===== config.mk =====
export PLATFORM = sky130hd
export DESIGN_NAME = softex_tcdm_lockstep_splitter
export DESIGN_NICKNAME = d
export VERILOG_FILES = /design/src/rtl/softex_tcdm_lockstep_splitter.sv
export SDC_FILE = /design/constraint.sdc
export NUM_CORES = 1
export LEC_CHECK = 0
export BUFFER_PORTS_ARGS = -buffer_cell sky130_fd_sc_hd__buf_2
export CORE_AREA = 3 3 302 304
export DETAILED_ROUTE_END_ITERATION = 8
export DIE_AREA = 0 0 305 307
export GPL_TIMING_DRIVEN = 0
export PLACE_DENSITY = 0.58
export RECOVER_POWER = 50
export SLEW_MARGIN = 5
export SYNTH_ARGS = -nofsm -noshare
export SYNTH_HDL_FRONTEND = slang
export SYNTH_SLANG_ARGS = --single-unit

===== constraint.sdc =====
create_clock -name clk_i -period 3.9 [get_ports clk_i]
set_clock_uncertainty 0.05 [all_clocks]
set_input_delay 0.78 -clock clk_i [delete_from_list [all_inputs] [get_ports clk_i]]
set_output_delay 0.78 -clock clk_i [all_outputs]
set_load 0.03 [all_outputs]

===== src/rtl/softex_tcdm_lockstep_splitter.sv =====
// Splits one wide TCDM request into MP 32-bit ports with per-port grant tracking
// and per-port response FIFOs that re-align skewed narrow responses.
module softex_tcdm_lockstep_splitter_fifo #(
  parameter int unsigned W     = 32,
  parameter int unsigned DEPTH = 3
) (
  input  logic         clk_i,
  input  logic         rst_ni,
  input  logic         clear_i,
  input  logic         push_i,
  input  logic [W-1:0] data_i,
  input  logic         pop_i,
  output logic [W-1:0] data_o,
  output logic         empty_o
);
  localparam int unsigned PW = (DEPTH > 1) ? $clog2(DEPTH) : 1;
  localparam int unsigned CW = $clog2(DEPTH + 1);

  logic [DEPTH-1:0][W-1:0] mem_q;
  logic [PW-1:0]           wr_q, rd_q;
  logic [CW-1:0]           cnt_q;

  always_ff @(posedge clk_i or negedge rst_ni) begin
    if (!rst_ni) begin
      mem_q <= '0;
      wr_q  <= '0;
      rd_q  <= '0;
      cnt_q <= '0;
    end else if (clear_i) begin
      wr_q  <= '0;
      rd_q  <= '0;
      cnt_q <= '0;
    end else begin
      if (push_i) begin
        mem_q[wr_q] <= data_i;
        wr_q        <= (wr_q == PW'(DEPTH - 1)) ? '0 : wr_q + 1'b1;
      end
      if (pop_i)
        rd_q <= (rd_q == PW'(DEPTH - 1)) ? '0 : rd_q + 1'b1;
      cnt_q <= cnt_q + CW'(push_i) - CW'(pop_i);
    end
  end

  assign data_o  = mem_q[rd_q];
  assign empty_o = (cnt_q == '0);
endmodule

module softex_tcdm_lockstep_splitter #(
  parameter int unsigned DW         = 128,
  parameter int unsigned MP         = DW / 32,
  parameter int unsigned RESP_DEPTH = 3,
  parameter int unsigned ID_WIDTH   = 8
) (
  input  logic                         clk_i,
  input  logic                         rst_ni,
  input  logic                         clear_i,
  output logic                         busy_o,
  input  logic                         in_req_i,
  output logic                         in_gnt_o,
  input  logic [31:0]                  in_add_i,
  input  logic                         in_wen_i,
  input  logic [DW/8-1:0]              in_be_i,
  input  logic [DW-1:0]                in_data_i,
  input  logic [ID_WIDTH-1:0]          in_id_i,
  output logic                         in_r_valid_o,
  input  logic                         in_r_ready_i,
  output logic [DW-1:0]                in_r_data_o,
  output logic [ID_WIDTH-1:0]          in_r_id_o,
  output logic [MP-1:0]                tcdm_req_o,
  input  logic [MP-1:0]                tcdm_gnt_i,
  output logic [MP-1:0][31:0]          tcdm_add_o,
  output logic [MP-1:0]                tcdm_wen_o,
  output logic [MP-1:0][3:0]           tcdm_be_o,
  output logic [MP-1:0][31:0]          tcdm_data_o,
  output logic [MP-1:0][ID_WIDTH-1:0]  tcdm_id_o,
  input  logic [MP-1:0]                tcdm_r_valid_i,
  input  logic [MP-1:0][31:0]          tcdm_r_data_i,
  output logic [MP-1:0]                tcdm_r_ready_o
);
  localparam int unsigned CW = $clog2(RESP_DEPTH + 1);

  logic [MP-1:0]       done_q, done_d;
  logic [CW-1:0]       cnt_q, cnt_d;
  logic                can_issue, pop;
  logic [MP-1:0]       fifo_empty;
  logic [MP-1:0][31:0] fifo_head;
  logic                id_empty;

  // Issue is gated only on cnt_q; it cannot grow while a wide request is
  // partially granted, so a started transaction always completes.
  assign can_issue = (cnt_q < CW'(RESP_DEPTH));
  assign in_gnt_o  = in_req_i & can_issue & (&(done_q | tcdm_gnt_i));
  assign pop       = in_r_valid_o & in_r_ready_i;

  for (genvar i = 0; i < MP; i++) begin : g_port
    assign tcdm_req_o[i]  = in_req_i & can_issue & ~done_q[i];
    assign tcdm_add_o[i]  = in_add_i + 32'(4 * i);
    assign tcdm_wen_o[i]  = in_wen_i;
    assign tcdm_be_o[i]   = in_be_i[i*4 +: 4];
    assign tcdm_data_o[i] = in_data_i[i*32 +: 32];
    assign tcdm_id_o[i]   = in_id_i;

    softex_tcdm_lockstep_splitter_fifo #(.W(32), .DEPTH(RESP_DEPTH)) i_rfifo (
      .clk_i   (clk_i),
      .rst_ni  (rst_ni),
      .clear_i (clear_i),
      .push_i  (tcdm_r_valid_i[i]),
      .data_i  (tcdm_r_data_i[i]),
      .pop_i   (pop),
      .data_o  (fifo_head[i]),
      .empty_o (fifo_empty[i])
    );
  end

  softex_tcdm_lockstep_splitter_fifo #(.W(ID_WIDTH), .DEPTH(RESP_DEPTH)) i_idfifo (
    .clk_i   (clk_i),
    .rst_ni  (rst_ni),
    .clear_i (clear_i),
    .push_i  (in_gnt_o),
    .data_i  (in_id_i),
    .pop_i   (pop),
    .data_o  (in_r_id_o),
    .empty_o (id_empty)
  );

  assign in_r_valid_o   = ~(|fifo_empty) & ~id_empty;
  assign in_r_data_o    = fifo_head;
  assign tcdm_r_ready_o = '1;
  assign busy_o         = (cnt_q != '0) | (done_q != '0);

  always_comb begin
    done_d = done_q | (tcdm_req_o & tcdm_gnt_i);
    if (in_gnt_o) done_d = '0;
    cnt_d = cnt_q + CW'(in_gnt_o) - CW'(pop);
  end

  always_ff @(posedge clk_i or negedge rst_ni) begin
    if (!rst_ni) begin
      done_q <= '0;
      cnt_q  <= '0;
    end else if (clear_i) begin
      done_q <= '0;
      cnt_q  <= '0;
    end else begin
      done_q <= done_d;
      cnt_q  <= cnt_d;
    end
  end
endmodule


======== Word-level counts from Yosys, hierarchy flattened ========
Index checks and enable logic that the tools add are counted.
storage, ports and cells
  flip-flop bits (word level) ............. 444
  bits in latches ......................... 0
  bits in writable memories ............... 0
  bits in read-only memories .............. 0
  bits of input ports ..................... 326
  memories ................................ 0
operators by class
  add/sub/neg operators ................... 25
  $mul .................................... 0
  divide/modulo/power cells ............... 0
  magnitude comparators ................... 16
  equal/unequal tests ..................... 10
  shift operators ......................... 0
  muxes and demuxes ....................... 63
  bitwise operators ....................... 19
  reduce and logical (&&, ||, !) cells .... 25
operators with widths
  kind                                                                          count
  96-bit bitwise mux                                                            4
  32-bit binary-select mux with 2-bit select                                    4
  32-bit demux with 2-bit select                                                4
  32-bit two-way mux                                                            8
  2-bit two-way mux                                                             36
  32-bit by 4-bit adder with 32-bit output, second input constant               2
  32-bit by 3-bit adder with 32-bit output, second input constant               1
  2-bit by 3-bit less-than comparator with 1-bit output, second input constant  10
  24-bit bitwise mux                                                            1
  2-bit by 1-bit adder with 2-bit output, second input constant                 10
  2-bit equality test, second input constant                                    10
  8-bit binary-select mux with 2-bit select                                     1
  8-bit demux with 2-bit select                                                 1
  8-bit two-way mux                                                             2
  2-bit nonzero test                                                            7
  2-bit by 1-bit adder with 2-bit output                                        6
  2-bit by 1-bit subtractor with 2-bit output                                   6
  2-bit by 1-bit >= comparator with 1-bit output, second input constant         5
  2-bit logical NOT                                                             5
  2-bit AND reduction                                                           5
  1-bit AND                                                                     8
  4-bit two-way mux                                                             2
  4-bit OR                                                                      2
  1-bit NOT                                                                     7
  other kinds (7)                                                               11

======== Longest topological paths before layout ========
  word-level depth ........................ 7
  gate-level depth with buffers ........... 9
  gate-level depth less buffers ........... 8

======== Hierarchy ========
A second synthesis with hierarchy kept.
unflattened totals
  cell total of the unflattened synthesis .. 1847
  area total of the unflattened synthesis .. 24016.8 um^2
modules (own cells, without submodules)
  module                                                       instances  cells each  area an instance (um^2)
  softex_tcdm_lockstep_splitter_fifo at g_port[0].i_rfifo ...  4          310         4743.3
  softex_tcdm_lockstep_splitter                                1          507         3636.0
  softex_tcdm_lockstep_splitter_fifo at i_idfifo               1          100         1407.6

======== Least setup slack after synthesis ========
No wires, ideal clock.
  path kind ............................... input to output
  start point ............................. in in_add_i[3]
  end point ............................... out tcdm_add_o[114] (netlist bit)
  arrival ................................. 2.523 ns
  data required time ...................... 3.070 ns
  path slack .............................. 0.547 ns
  stages on the path ...................... 7
  cells stage by stage .................... inv_1 -> ha_1 -> clkbuf_1 -> nand3b_1 -> nor4_1 -> nand3_1 -> xnor2_1
RTL lines
  item             RTL line  RTL
  start, declared  60        input logic [31:0] in_add_i,
  end, declared    71        output logic [MP-1:0][31:0] tcdm_add_o,

==> impl_metrics.csv <==
group,metric,value,unit
cells_and_area,final_common_cell,"buf_2",
sta,timing.fmax,0.2531,GHz
setup_path,critPathMaxFanout,10,
sta,hold_viol,0,
setup_path,worstPathCellList,"buf_2, buf_2, nand4_1, buf_2, nor4_1, xor2_1, buf_2",
setup_path,cp_slowest_stage_delay,0.51,ns
setup_path,regToRegEndpoint,"g_port[3].i_rfifo.cnt_q[1]",
cells_and_area,final_cell_mix,"buf_2 (505), dfrtp_1 (444), mux2_2 (394)",
yosys,ys_async_sr_fraction,100.0,%
pwr,power_density,507.5,nW/µm²
yosys,synth_top_area_share,48.07,%
pwr,power_frac_seq,42.1,%
clocking,root_buffer,"clkbuf_16",
floorplan,die_height,307,µm
setup_path,r2r-start,"g_port[3].i_rfifo.cnt_q[1]",
sta,worstMarginPinSlew,2.760,ns
sta,slew_viol_final,104,
sta,min_period_over_period,101.3,%
floorplan,rows,109,
setup_path,reg2reg_slack,0.86,ns
pwr,switchingPower,4.698,mW
yosys,synth_edf_count,0,
placement,portBuffers,611,
yosys,postSynthAreaPerCell,11.64,µm²
pwr,combPwrFrac,26.2,%
yosys,yosys_warnings,0,
drt,dr.first_iter.drc_count,705,
drt,routedWlPerCell,21.68,µm
floorplan,die_area,93640,µm²
outcome,status,"complete, but fails checks",
setup_path,reg2reg_depth,9,
setup_path,cp_slowest_cell,"xor2_1",
sta,period_minus_slack,3.951,ns
clocking,clk_latency,0.58,ns
min_path,hold_start,"tcdm_r_data_i[71]",
pwr,p_int,10.10,mW
yosys,synthTopCellsByArea,"dfrtp_1 (48%), mux2_2 (19%), buf_4 (7.4%), mux2i_1 (6.4%), o21ai_0 (3.0%)",
min_path,hp-class,"input pin to flop",
placement,hpwl,66.47,mm
pwr,total_power,14.80,mW
clocking,cts_tree,"built",
cells_and_area,nets,2997,
yosys,yosys.area.top_type,"dfrtp_1",
sta,relSlewSlack,-84.01,%
drt,dr.pass1.iters,4,
clocking,clockBufferDepth,3,
cells_and_area,drive_above_1_share,46.06,%
global_route,grt_pass1_wl,119.5,mm
yosys,synth_area,23110,µm²
sta,setup_ws,-0.05146,ns
placement,place.gp.congestion,0.9745,
yosys,synthCells,1986,
global_route,grt_use_total,17.02,%
setup_path,path_common_cell,"buf_2",
cells_and_area,register_area,11110,µm²
global_route,antenna_found_initial,29,
floorplan,start_util,26.11,%
global_route,grt_overflow,0,
min_path,whs_endpoint,"g_port[2].i_rfifo.mem_q[39]",
clocking,cts_made_buffers,48,
cells_and_area,post-route-util,32.95,%
floorplan,die_w,305,µm
drt,drc,0,
setup_path,cp-end-kind,"output pin",
global_route,grt_max_degree,106,
pwr,sw_frac_of_total,31.74,%
setup_path,cp_num_cells,7,
floorplan,core_area,88510,µm²
yosys,ys_types,45,
cells_and_area,area_delta_synth_final,26.20,%
setup_path,cp.arrival,3.12,ns
drt,via_per_inst,4.463,
setup_path,crit_required,3.07,ns
placement,dpl_worst_slack,-0.4692,ns
drt,dr_total_vias,17260,
clocking,clk_pin_slew,0.06,ns
min_path,hold_depth,2,
drt,wirelength,83.85,mm
cells_and_area,multi_input_area,9682,µm²
flow_run,drv_cap,1,
yosys,synth.yosys.seq_area_share,48.07,%
setup_path,crit_path_start_kind,"input pin",
sta,grt_setup_unrepaired,"true",
setup_path,path_delay_family,"buffers and inverters",
setup_path,path_class,"input pin to output pin",
sta,setup_violations,2,
setup_path,cp_num_buf_inv,4,
clocking,clock_sinks,444,
yosys,synth_seq_cells,444,
clocking,htree_levels,2,
drt,drtAntennaViolNets,0,
pwr,p_clk_share,31.6,%
cells_and_area,fillers,9163,
yosys,synthFlopType,"dfrtp_1",
global_route,grt_pass1_vias,17540,
pwr,power_leakage,12.87,nW
pwr,ir_worst_vdd,0.0005938,V
floorplan,io_pins,781,
outcome,violations,"capacitance limit, slew limit, setup timing",
-- registers in the layout, indices dropped and copies added, names as in the netlist, 4 cells and up --
| signal | flops |
|---|---|
| i_idfifo.mem_q | 24 |
| g_port.i_rfifo.rd_q | 8 |
| done_q | 4 |
| g_port.i_rfifo.mem_q | 384 |
| g_port.i_rfifo.wr_q | 8 |
| g_port.i_rfifo.cnt_q | 8 |
-- kinds of logic (layout without fill, tap and decap cells) --
family | count (synthesis) | count (layout) | share of synthesized area [%]
mux | 557 | 557 | 26.34
flops | 444 | 444 | 48.07
xor+xnor | 94 | 94 | 3.562
simple gates | 353 | 353 | 7.595
compound gates | 155 | 155 | 3.421
other cells | 1 | 14 | 0.01623
fa+ha+maj | 16 | 16 | 0.8662
buf+inv | 366 | 1069 | 10.13
-- synth_stat cells, types with 13 or more instances --
cell type  count
buf_2         63
buf_4        228
clkbuf_1      44
dfrtp_1      444
ha_1          16
inv_1         21
mux2_1        13
mux2_2       396
mux2i_1      148
nand2_1      172
nand3_1       26
nand4_1       21
nor2_1        61
nor3_1        14
o21ai_0      138
xnor2_1       62
xor2_1        32
-- worst max-delay path by stage --
stage	to	from
finish	tcdm_add_o[112]	in_add_i[4]
global route	tcdm_add_o[112]	in_add_i[4]
CTS	tcdm_add_o[89]	in_add_i[3]
detailed placement	tcdm_add_o[87]	in_add_i[3]
global placement	g_port[3].i_rfifo.mem_q[78]	rst_ni
floorplan	tcdm_add_o[114]	in_add_i[3]
-- final cells by class --
type,count,share of cell area [%]
plain buffers,345,7.726
repair buffers,616,10.07
diodes,10,0.08580
inverters,21,0.2703
multi-input cells,1179,33.19
clock buffers,73,4.925
clock inverters,14,0.6392
well taps,1165,4.998
flip-flops and latches,444,38.09
-- per-stage QoR --
stage | hold slack (ns) | area [µm²] | setup TNS, ns | instances
floorplan | 0.4074 | 23120 | 0 | 1989
global placement | 0.4167 | 27640 | -3329.39 | 3765
detailed placement | 0.4246 | 27760 | -3.043 | 3769
CTS | 0.2106 | 29450 | 0 | 3856
global route | 0.3726 | 29160 | -0.08801 | 3864
finish | 0.3965 | 29170 | -0.06113 | 3867
-- per-layer routing --
metal	track usage, %	share of wire (%)	vias up
met5	0	0.15	-
met4	7.120	4.6	20
met3	4.966	6.9	140
met2	29.93	50	535
met1	19.30	39	8615
li1	-	-	7949
-- power groups by stage --
stage	combinational [mW]	clock [mW]	sequential (mW)
after floorplan	2.75	0	6.17
after global placement	3.91	0	6.29
after detailed placement	3.98	0	6.32
after CTS	3.99	4.85	6.24
after global routing	4.18	5.01	6.38
final	3.88	4.68	6.24
-- what timing repair did --
action | 4_1_cts | 5_1_grt
hold buffers | 0 | 0
buffers inserted | 0 | 1
endpoints found under the setup margin | 16 | 20
resized for setup | 12 | 10
pin swaps | 0 | 2
Note: power is estimated with default switching activity, not from simulation.
